==> src/rtl/piezo_tune_pkg.sv <==
// Shared note table, tune entry format and tune ROM contents for the piezo tune player.
package piezo_tune_pkg;

   localparam int ROM_TUNES = 4;
   localparam int ROM_NOTES = 16;
   localparam int DEFINED_TUNES = 3;
   localparam int NUM_FREQS = 8;

   typedef enum logic [3:0] {
      REST = 4'd0, G6, C7, E7, G7, D7, F7, E6, F6
   } note_e;

   localparam int FREQ_HZ [NUM_FREQS] = '{1568, 2093, 2637, 3136, 2349, 2794, 1319, 1397};

   typedef struct packed {
      note_e note;
      logic [1:0] dur_code;
      logic last;
   } tune_entry_t;

   localparam int ENTRY_W = $bits(tune_entry_t);

   typedef tune_entry_t [ROM_NOTES-1:0] tune_t;
   typedef tune_t [ROM_TUNES-1:0] rom_t;

   localparam tune_entry_t END_ENTRY = '{note: REST, dur_code: 2'd0, last: 1'b1};

   function automatic tune_entry_t te(note_e n, logic [1:0] d, logic l);
      return '{note: n, dur_code: d, last: l};
   endfunction

   // Unused slots and the spare tune row hold a terminating rest.
   function automatic rom_t build_rom();
      rom_t r;
      for (int t = 0; t < ROM_TUNES; t++)
         for (int i = 0; i < ROM_NOTES; i++)
            r[t][i] = END_ENTRY;
      r[0][0] = te(G6, 2'd1, 1'b0);
      r[0][1] = te(C7, 2'd1, 1'b0);
      r[0][2] = te(E7, 2'd1, 1'b0);
      r[0][3] = te(G7, 2'd2, 1'b0);
      r[0][4] = te(E7, 2'd0, 1'b0);
      r[0][5] = te(G7, 2'd3, 1'b1);
      r[1][0] = te(C7, 2'd0, 1'b0);
      r[1][1] = te(E7, 2'd0, 1'b0);
      r[1][2] = te(G7, 2'd0, 1'b0);
      r[1][3] = te(C7, 2'd2, 1'b1);
      r[2][0] = te(F6, 2'd1, 1'b0);
      r[2][1] = te(REST, 2'd0, 1'b0);
      r[2][2] = te(F6, 2'd1, 1'b0);
      r[2][3] = te(E6, 2'd3, 1'b1);
      return r;
   endfunction

   localparam rom_t TUNE_ROM = build_rom();

   function automatic int half_cycles(int clk_hz, note_e n);
      if (n == REST)
         return 0;
      return clk_hz / (2 * FREQ_HZ[int'(n) - 1]);
   endfunction

   function automatic int max_half(int clk_hz);
      int m;
      m = 0;
      for (int i = 0; i < NUM_FREQS; i++)
         if (clk_hz / (2 * FREQ_HZ[i]) > m)
            m = clk_hz / (2 * FREQ_HZ[i]);
      return m;
   endfunction

endpackage

==> src/rtl/piezo_tune_rom.sv <==
// Combinational tune lookup; undefined tunes read back as a single terminating rest.
module piezo_tune_rom
   import piezo_tune_pkg::*;
#(
   parameter int TUNE_W = 2,
   parameter int IDX_W = 4
) (
   input  logic [TUNE_W-1:0]  tune,
   input  logic [IDX_W-1:0]   idx,
   output logic [ENTRY_W-1:0] entry
);

   localparam int RT_W = $clog2(ROM_TUNES);
   localparam int RN_W = $clog2(ROM_NOTES);

   always_comb begin
      entry = END_ENTRY;
      if (int'(tune) < DEFINED_TUNES && int'(idx) < ROM_NOTES)
         entry = TUNE_ROM[RT_W'(tune)][RN_W'(idx)];
   end

endmodule

==> src/rtl/piezo_tune_player.sv <==
// Plays a selected ROM tune on a complementary piezo pair with per-note durations and gaps.
// Define PIEZO_FAST_SIM_EN to run duration/gap counters 64x faster for simulation.
module piezo_tune_player
   import piezo_tune_pkg::*;
#(
   parameter int CLK_FREQ_HZ = 50_000_000,
   parameter int NUM_TUNES   = 4,
   parameter int MAX_NOTES   = 16,
   parameter int DUR_UNIT    = 4_194_304,
   parameter int GAP_CYC     = 262_144
) (
   input  logic                         clk,
   input  logic                         rst,
   input  logic                         go,
   input  logic [$clog2(NUM_TUNES)-1:0] tune_sel,
   input  logic                         stop,
   output logic                         piezo,
   output logic                         piezo_n,
   output logic                         busy,
   output logic                         done
);

   localparam int TUNE_W = $clog2(NUM_TUNES);
   localparam int IDX_W  = $clog2(MAX_NOTES);
`ifdef PIEZO_FAST_SIM_EN
   localparam int STEP = 64;
`else
   localparam int STEP = 1;
`endif
   localparam int HALF_W = $clog2(max_half(CLK_FREQ_HZ) + 1);
   localparam int TIME_W = $clog2(4 * DUR_UNIT + GAP_CYC + STEP + 1);
   localparam int HALF_TAB [16] = '{0,
      half_cycles(CLK_FREQ_HZ, G6), half_cycles(CLK_FREQ_HZ, C7),
      half_cycles(CLK_FREQ_HZ, E7), half_cycles(CLK_FREQ_HZ, G7),
      half_cycles(CLK_FREQ_HZ, D7), half_cycles(CLK_FREQ_HZ, F7),
      half_cycles(CLK_FREQ_HZ, E6), half_cycles(CLK_FREQ_HZ, F6),
      0, 0, 0, 0, 0, 0, 0};
   localparam logic [TIME_W-1:0] GAP_LIM = TIME_W'(GAP_CYC);

   typedef enum logic [1:0] {IDLE, NOTE, GAP} state_e;

   state_e            state, state_next;
   logic [TUNE_W-1:0] tune, tune_next;
   logic [IDX_W-1:0]  idx, idx_next;
   logic [TIME_W-1:0] time_cnt, time_next, time_step, dur_lim;
   logic [HALF_W-1:0] half_cnt, half_next, half_lim;
   logic              tone, tone_next, done_q, done_next;
   logic              sounding, at_end;
   tune_entry_t       entry;

   piezo_tune_rom #(.TUNE_W(TUNE_W), .IDX_W(IDX_W)) rom (
      .tune  (tune),
      .idx   (idx),
      .entry (entry)
   );

   // One shared counter times both the note duration and the following gap.
   always_comb begin
      case (entry.dur_code)
         2'd0:    dur_lim = TIME_W'(DUR_UNIT);
         2'd1:    dur_lim = TIME_W'(2 * DUR_UNIT);
         2'd2:    dur_lim = TIME_W'(3 * DUR_UNIT);
         default: dur_lim = TIME_W'(4 * DUR_UNIT);
      endcase
      half_lim  = HALF_W'(HALF_TAB[entry.note]);
      time_step = time_cnt + TIME_W'(STEP);
      sounding  = (state == NOTE) && (entry.note != REST);
      at_end    = entry.last || (idx == IDX_W'(MAX_NOTES - 1));
   end

   always_comb begin
      state_next = state;
      tune_next  = tune;
      idx_next   = idx;
      time_next  = time_cnt;
      half_next  = half_cnt;
      tone_next  = tone;
      done_next  = 1'b0;
      piezo      = sounding & tone;
      piezo_n    = sounding & ~tone;
      busy       = (state != IDLE);
      done       = done_q;
      case (state)
         IDLE: begin
            if (go && !stop) begin
               state_next = NOTE;
               tune_next  = tune_sel;
               idx_next   = '0;
               time_next  = '0;
               half_next  = '0;
               tone_next  = 1'b0;
            end
         end
         NOTE: begin
            if (stop) begin
               state_next = IDLE;
            end else begin
               if (sounding) begin
                  if (half_cnt == half_lim - 1'b1) begin
                     half_next = '0;
                     tone_next = ~tone;
                  end else begin
                     half_next = half_cnt + 1'b1;
                  end
               end
               time_next = time_step;
               if (time_step >= dur_lim) begin
                  time_next = '0;
                  half_next = '0;
                  tone_next = 1'b0;
                  if (GAP_CYC != 0) begin
                     state_next = GAP;
                  end else if (at_end) begin
                     state_next = IDLE;
                     done_next  = 1'b1;
                  end else begin
                     idx_next = idx + 1'b1;
                  end
               end
            end
         end
         GAP: begin
            if (stop) begin
               state_next = IDLE;
            end else if (time_step >= GAP_LIM) begin
               time_next = '0;
               if (at_end) begin
                  state_next = IDLE;
                  done_next  = 1'b1;
               end else begin
                  state_next = NOTE;
                  idx_next   = idx + 1'b1;
               end
            end else begin
               time_next = time_step;
            end
         end
         default: state_next = IDLE;
      endcase
   end

   always_ff @(posedge clk or posedge rst) begin
      if (rst) begin
         state    <= IDLE;
         tune     <= '0;
         idx      <= '0;
         time_cnt <= '0;
         half_cnt <= '0;
         tone     <= 1'b0;
         done_q   <= 1'b0;
      end else begin
         state    <= state_next;
         tune     <= tune_next;
         idx      <= idx_next;
         time_cnt <= time_next;
         half_cnt <= half_next;
         tone     <= tone_next;
         done_q   <= done_next;
      end
   end

endmodule

==> config.mk <==
export PLATFORM = sky130hd
export DESIGN_NAME = piezo_tune_player
export DESIGN_NICKNAME = d
export VERILOG_FILES = /design/src/rtl/piezo_tune_pkg.sv /design/src/rtl/piezo_tune_rom.sv /design/src/rtl/piezo_tune_player.sv
export SDC_FILE = /design/constraint.sdc
export NUM_CORES = 1
export LEC_CHECK = 0
export CORE_MARGIN = 5
export CORE_UTILIZATION = 30
export CTS_CLUSTER_DIAMETER = 200
export DETAILED_ROUTE_END_ITERATION = 6
export GPL_ROUTABILITY_DRIVEN = 0
export GPL_TIMING_DRIVEN = 0
export PLACE_DENSITY = 0.4
export SLEW_MARGIN = 15
export SYNTH_ARGS = -nofsm -noshare
export SYNTH_HDL_FRONTEND = slang
export SYNTH_SLANG_ARGS = --single-unit
==> constraint.sdc <==
create_clock -name clk -period 5.14 [get_ports clk]
set_clock_uncertainty 0.15 [all_clocks]
set_input_delay 1.028 -clock clk [delete_from_list [all_inputs] [get_ports clk]]
set_output_delay 1.028 -clock clk [all_outputs]
set_load 0.01 [all_outputs]
* Yosys cells after proc, flatten, opt, wreduce, memory -nomap -nowiden
Memory sizes are Yosys's and may differ from the RTL's.
Cells that the tools add are included.
** Operators by class
- Reduce and logical (&&, ||, !) cells :: 17
- Add/subtract/negate cells :: 4
- $lt $le $gt $ge :: 6
- Mux-type cells :: 42
- Bitwise gates (word level) :: 4
- $mul :: 0
- Shift-type cells :: 0
- Div/mod/pow operators :: 0
- Equal/unequal tests :: 15
** Operator list (count)
- binary-select mux 112 bit (select 2 bit) :: 1
- one-hot mux 25 bit (3 select lines) :: 2
- two-way mux 25 bit :: 5
- two-way mux 112 bit :: 1
- two-way mux 15 bit :: 7
- one-hot mux 15 bit (2 select lines) :: 1
- binary-select mux 7 bit (select 4 bit) :: 1
- adder 25 x 1 -> 25 bit, second input constant :: 1
- >= comparator 25 x 19 -> 1 bit, second input constant :: 1
- >= comparator 25 bit :: 1
- two-way mux 4 bit :: 4
- adder 15 x 1 -> 15 bit, second input constant :: 1
- == test 15 bit :: 1
- subtractor 15 x 1 -> 15 bit, second input constant :: 1
- two-way mux 7 bit :: 2
- two-way mux 1 bit :: 10
- two-way mux 2 bit :: 5
- != test 2 bit, second input constant :: 5
- AND reduction 5 bit :: 2
- one-hot mux 4 bit (2 select lines) :: 1
- AND reduction 4 bit :: 2
- != test 3 x 2 -> 1 bit, second input constant :: 2
- one-hot mux 2 bit (3 select lines) :: 1
- nonzero test 2 bit :: 3
- 22 further kinds :: 27
** Word-level totals
- Input port bits :: 6
- Output and inout port bits :: 4
- Bits in writable memories :: 0
- Logic and storage cells :: 96
- ROM bits :: 512
- Memories :: 1
- Bits in registers :: 50
- Bits in latches :: 0
** Memory list
- (no name shown) :: words 16, bits a word 32, read ports 1, clocked after Yosys merged registers in 0, wr ports 0, line piezo_tune_player.sv:65 : half_lim = HALF_W'(HALF_TAB[entry.note]);

* Logic depth before layout (Yosys ltp)
- Word-level depth :: 16
- Depth in mapped cells :: 22
- Mapped depth without buffers :: 21

* Modules after synthesis
A second synthesis with hierarchy kept.
** Unflattened totals
- Cell total of the unflattened synthesis :: 581
- Area, all modules :: 4556.9 um^2
** By module, submodules not included
- piezo_tune_player :: instances 1, seq. area each 1251.2 um^2, area an instance 4284.1 um^2, cells an instance 540
- piezo_tune_rom :: instances 1, seq. area each 0.0 um^2, area an instance 272.8 um^2, cells an instance 41

* Worst setup path after synthesis
OpenSTA, ideal clock, no wires.
- Path type :: reg2reg
- From :: reg tune[1]
- To :: reg tone
- Data required time :: 4.921 ns
- Arrival time :: 4.316 ns
- Path buffers :: 1
- Library setup time :: 0.069 ns
- Cell stages (with the launch flop) :: 22
- Slack :: 0.605 ns
- Period minus slack after synthesis :: 4.535 ns
- Cells stage by stage :: dfrtp_1 inv_1 ha_1 or2_1 a211o_1 and4_1 inv_1 ha_1 clkbuf_1 nand4_1 o211ai_1 and2_1 inv_1 ha_1 nand3_1 nor2_1 a311oi_1 a41oi_1 nor4_2 nand3_2 or4_1 nand3_1
** Between the ends
- Longest elaborated chain between the ends :: 13
- Elaborated cells on any way between the ends :: 25
- Classes of those cells :: 1 x add/sub; 2 x order compare; 5 x eq/ne; 11 x mux; 1 x bitwise; 4 x reduce/logical; 1 x memory
** RTL lines
- from (decl) :: line piezo_tune_player.sv:43 : logic [TUNE_W-1:0] tune, tune_next;
- from (signal assigned) :: line piezo_tune_player.sv:153 : tune <= tune_next;
- binary-select mux 112 bit (select 2 bit) :: line piezo_tune_rom.sv:19 : entry = TUNE_ROM[RT_W'(tune)][RN_W'(idx)];
- two-way mux 112 bit (implied by the code) :: line piezo_tune_rom.sv:19
- binary-select mux 7 bit (select 4 bit) :: line piezo_tune_rom.sv:19
- two-way mux 7 bit (implied by the code) :: line piezo_tune_rom.sv:19
- two-way mux 7 bit (*) :: line piezo_tune_rom.sv:18 : if (int'(tune) < DEFINED_TUNES && int'(idx) < ROM_NOTES)
- inverter 4 -> 5 bit (implied by the code) :: line piezo_tune_player.sv:65
- memory read (16 x 32 bit)
- two-way mux 15 bit (implied by the code) (2 in a row) :: line piezo_tune_player.sv:65
- subtractor 15 x 1 -> 15 bit :: line piezo_tune_player.sv:99 : if (half_cnt == half_lim - 1'b1) begin
- == test 15 bit :: line piezo_tune_player.sv:99
- != test 3 x 1 -> 1 bit (no line)
- AND reduction 5 bit (no line)
- to (signal assigned) :: line piezo_tune_player.sv:157 : tone <= tone_next;
- to (decl) :: line piezo_tune_player.sv:47 : logic tone, tone_next, done_q, done_next;
Mark *: on every way between the ends. The rest lies on a longest branch, timed or not. The select of a mux whose other input is x is not followed.
A chain may end at the register's enable or synchronous reset.

* Final worst setup path
Same ends and word-level chain as after synthesis.

==> run_results.csv <==
group,metric,value,unit
floorplanning,rows,45,
power,p_leak,2.12,nW
finish,area_growth_syn_to_layout,13.8,%
floorplanning,coreArea,0.0150,mm²
place,place_ws,-638,ps
place,numPortBuffers,9,
clock_network,root_buffer,"clkbuf_16",
power,seq_power_share,15.2,%
floorplanning,initial_utilization,30.2,%
global_routing,grt_pass1_wl,22900,µm
finish,finalNetCount,637,
logic_synthesis,synth_most_common_cell,"nand2_1",
route,drt_iter0_markers,328,
status,status,"finished clean",
floorplanning,ioPinCount,10,
logic_synthesis,syn_area,0.00454,mm²
sta,fmax,0.205,GHz
global_routing,grt-ovfl-total,0,
sta,fin_crit,4880,ps
logic_synthesis,synth-main-ff-cell,"dfrtp_1",
clock_network,h-tree-depth,2,
clock_network,cts_buffers,5,
floorplanning,die_height,133,µm
clock_network,cts_tree,"built",
worst_setup_path,path_common_cell,"ha_1",
sta,drv_slew,0,
route,drt_wl_total,13900,µm
logic_synthesis,synthTopCellsByArea,"dfrtp_1 28%, ha_1 6.6%, nand2_1 6.6%, o21ai_0 6.0%, nor2_1 3.8%",
clock_network,worstSkewPairLatency,300,ps
global_routing,grt_max_degree,51,
route,drtPass1Iterations,5,
power,internal_power,1.58,mW
logic_synthesis,synth_common_cells,"80 x nand2_1, 54 x o21ai_0, 50 x dfrtp_1, 46 x nor2_1, 34 x nand3_1",
sta,layout_setup_ws,261,ps
worst_setup_path,worstPathCellList,"inv_1 -> ha_1 -> or2_1 -> a211o_1 -> and4_2 -> inv_2 -> ha_1 -> buf_2 -> nand4_1 -> o211ai_1 -> and2_4 -> inv_1 -> ha_1 -> nand3_2 -> nor2_1 -> a311oi_1 -> a41oi_1 -> nor4_4 -> nand3_2 -> or4_1 -> nand3_1",
floorplanning,die_w,133,µm
sta,tightestPinTransition,860,ps
power,peakVddDrop,0.000206,V
route,wl_per_cell,17.4,µm
route,vias,4426,
logic_synthesis,yosysTopAreaCell,"dfrtp_1",
sta,setup_violations,0,
route,drc,0,
power,combinationalPowerShare,72.8,%
clock_network,clk_pin_slew,70,ps
clock_network,cts.sinks,50,
logic_synthesis,yosysUniqueCellTypes,75,
power,power.share.clock,11.9,%
logic_synthesis,synthArstFlopShare,100,%
logic_synthesis,avgSynthCellArea,7.75,µm²
worst_setup_path,end_kind,"register",
finish,n_antenna_cell,0,
worst_setup_path,worstPathRequired,5230,ps
worst_setup_path,slowest_delay,500,ps
worst_setup_path,path_buf_inv,4,
worst_setup_path,critical_path_class,"register to register",
sta,holdWs,352,ps
power,swShare,52.1,%
global_routing,grt_antenna_before_repair,0,
sta,relSlewSlack,42.5,%
global_routing,track_usage,15.9,%
worst_setup_path,startpoint_type,"register",
place,post_dp_cell_area,0.00486,mm²
sta,hold_violations,0,
logic_synthesis,synth-seq-area-share,27.6,%
sta,min_period_over_period,94.9,%
logic_synthesis,synth_nets,615,
clock_network,clockBufferDepth,2,
worst_setup_path,cp_top_family,"simple AND/OR/NAND/NOR gates",
place,dp.final_hpwl,10100,µm
flow_run,maxCapViolCount,0,
power,p_total,3.30,mW
clock_network,ctsHoldBuffers,0,
power,power_density,639,mW/mm²
worst_setup_path,worstPathArrival,4970,ps
logic_synthesis,synth_top_cell_area_share,27.6,%
finish,final_area,0.00516,mm²
logic_synthesis,yosysWarnings,0,
route,vias_per_cell,5.56,
worst_setup_path,crit_fanout,10,
floorplanning,dieArea,0.0177,mm²
power,power.switching,1.72,mW
finish,drive_gt1_share,11.5,%
logic_synthesis,synth_edf_count,0,
logic_synthesis,synthCells,585,
route,ant_nets,0,
worst_setup_path,slowest_stage,"or4_1",
logic_synthesis,ys_ff_latch,50,
min_path,hold_class,"register to register",
global_routing,grt_pass1_vias,4340,
==> layout make-up <==
| class | count | area [µm²] |
|---|---|---|
| clock inverter | 1 | 30.0 |
| multi-input combinational | 483 | 3150 |
| clock buffer | 7 | 133 |
| fill | 1573 | 9870 |
| sequential | 50 | 1250 |
| inverter | 24 | 92.6 |
| timing repair buffer | 16 | 143 |
| buffer | 27 | 130 |
| tap | 188 | 235 |
==> worst paths after layout <==
path | slack, ps | from | end | depth (start not counted)
min in group asynchronous | 1050 | rst | time_cnt[11]$_DFFE_PP0P_ | 2
setup reg to reg | 260 | tune[1]$_DFFE_PP0P_ | tone$_DFFE_PP0P_ | 21
max in group asynchronous | 3290 | rst | tune[1]$_DFFE_PP0P_ | 2
hold reg to reg | 350 | time_cnt[24]$_DFFE_PP0P_ | time_cnt[24]$_DFFE_PP0P_ | 2
setup / recovery | 260 | tune[1]$_DFFE_PP0P_ | tone$_DFFE_PP0P_ | 21
hold / removal | 350 | time_cnt[24]$_DFFE_PP0P_ | time_cnt[24]$_DFFE_PP0P_ | 2
==> registers in the layout, indices dropped and copies added (netlist names) <==
name / count
state: 2
tune: 2
time_cnt: 25
half_cnt: 15
tone: 1
idx: 4
done: 1
==> worst register-to-register path, cell delays in order (launching register included) <==
cell,delay (ps)
dfrtp_2,410
inv_1,80
ha_1,230
or2_1,280
a211o_1,310
and4_2,300
inv_2,110
ha_1,150
buf_2,210
nand4_1,180
o211ai_1,220
and2_4,230
inv_1,50
ha_1,220
nand3_2,140
nor2_1,70
a311oi_1,250
a41oi_1,120
nor4_4,360
nand3_2,170
or4_1,500
nand3_1,90
==> routing by layer <==
metal | vias to the layer above | track usage (%) | part of all wire [%] | wire, µm
met5 | - | 0 | 0 | 0
met4 | 0 | 5.43 | 2.3 | 323
met3 | 21 | 2.59 | 3.0 | 419
met2 | 76 | 26.6 | 49 | 6760
met1 | 2143 | 20.7 | 46 | 6370
li1 | 2186 | - | - | -
==> repair_timing <==
action                                  in CTS  in global routing
pin swaps                                    2                  5
cloned                                       0                  0
endpoints found under the setup margin      41                 30
gates resized for setup                     14                 25
hold endpoints to repair                     0                  0
buffers inserted                             3                  4
==> cells in the final DEF, fill, tap and decap left out, types with 11 or more instances in the layout <==
cell      instances
ha_1             22
dfrtp_1          49
inv_1            22
nor3_1           15
a21oi_1          20
clkbuf_1         11
xnor2_1          16
o21ai_0          52
nand3_1          32
and3_1           16
nand2_1          80
nor2_1           45
==> logic make-up after synthesis <==
kind of cell / count (synthesis) / synth area share (%)
DFF: 50 / 27.6
xor gates and xnor gates: 25 / 4.83
adders and majority gates: 24 / 6.62
muxes: 13 / 3.03
and+or+nand+nor: 264 / 30.2
AOI/OAI and AO/OA: 157 / 23.2
buffers and inverters: 52 / 4.50
==> through the flow <==
step | setup TNS (ps) | cells | util (%)
CTS | 0 | 793 | 33.9
detailed placement | -16020 | 782 | 32.4
floorplan | 0 | 585 | -
finish | 0 | 796 | 34.3
global route | -11.5 | 796 | 34.3
global placement | -17890 | 782 | 32.3
==> power groups by stage <==
stage                     sequential (mW)  clock (mW)  combinational [mW]
after floorplan                     0.490           0                1.72
after global placement              0.509           0                2.29
after detailed placement            0.510           0                2.28
after CTS                           0.502       0.410                2.35
after global routing                0.512       0.421                2.66
final                               0.503       0.393                2.40
No activity file was read; power rests on OpenSTA's default activity.
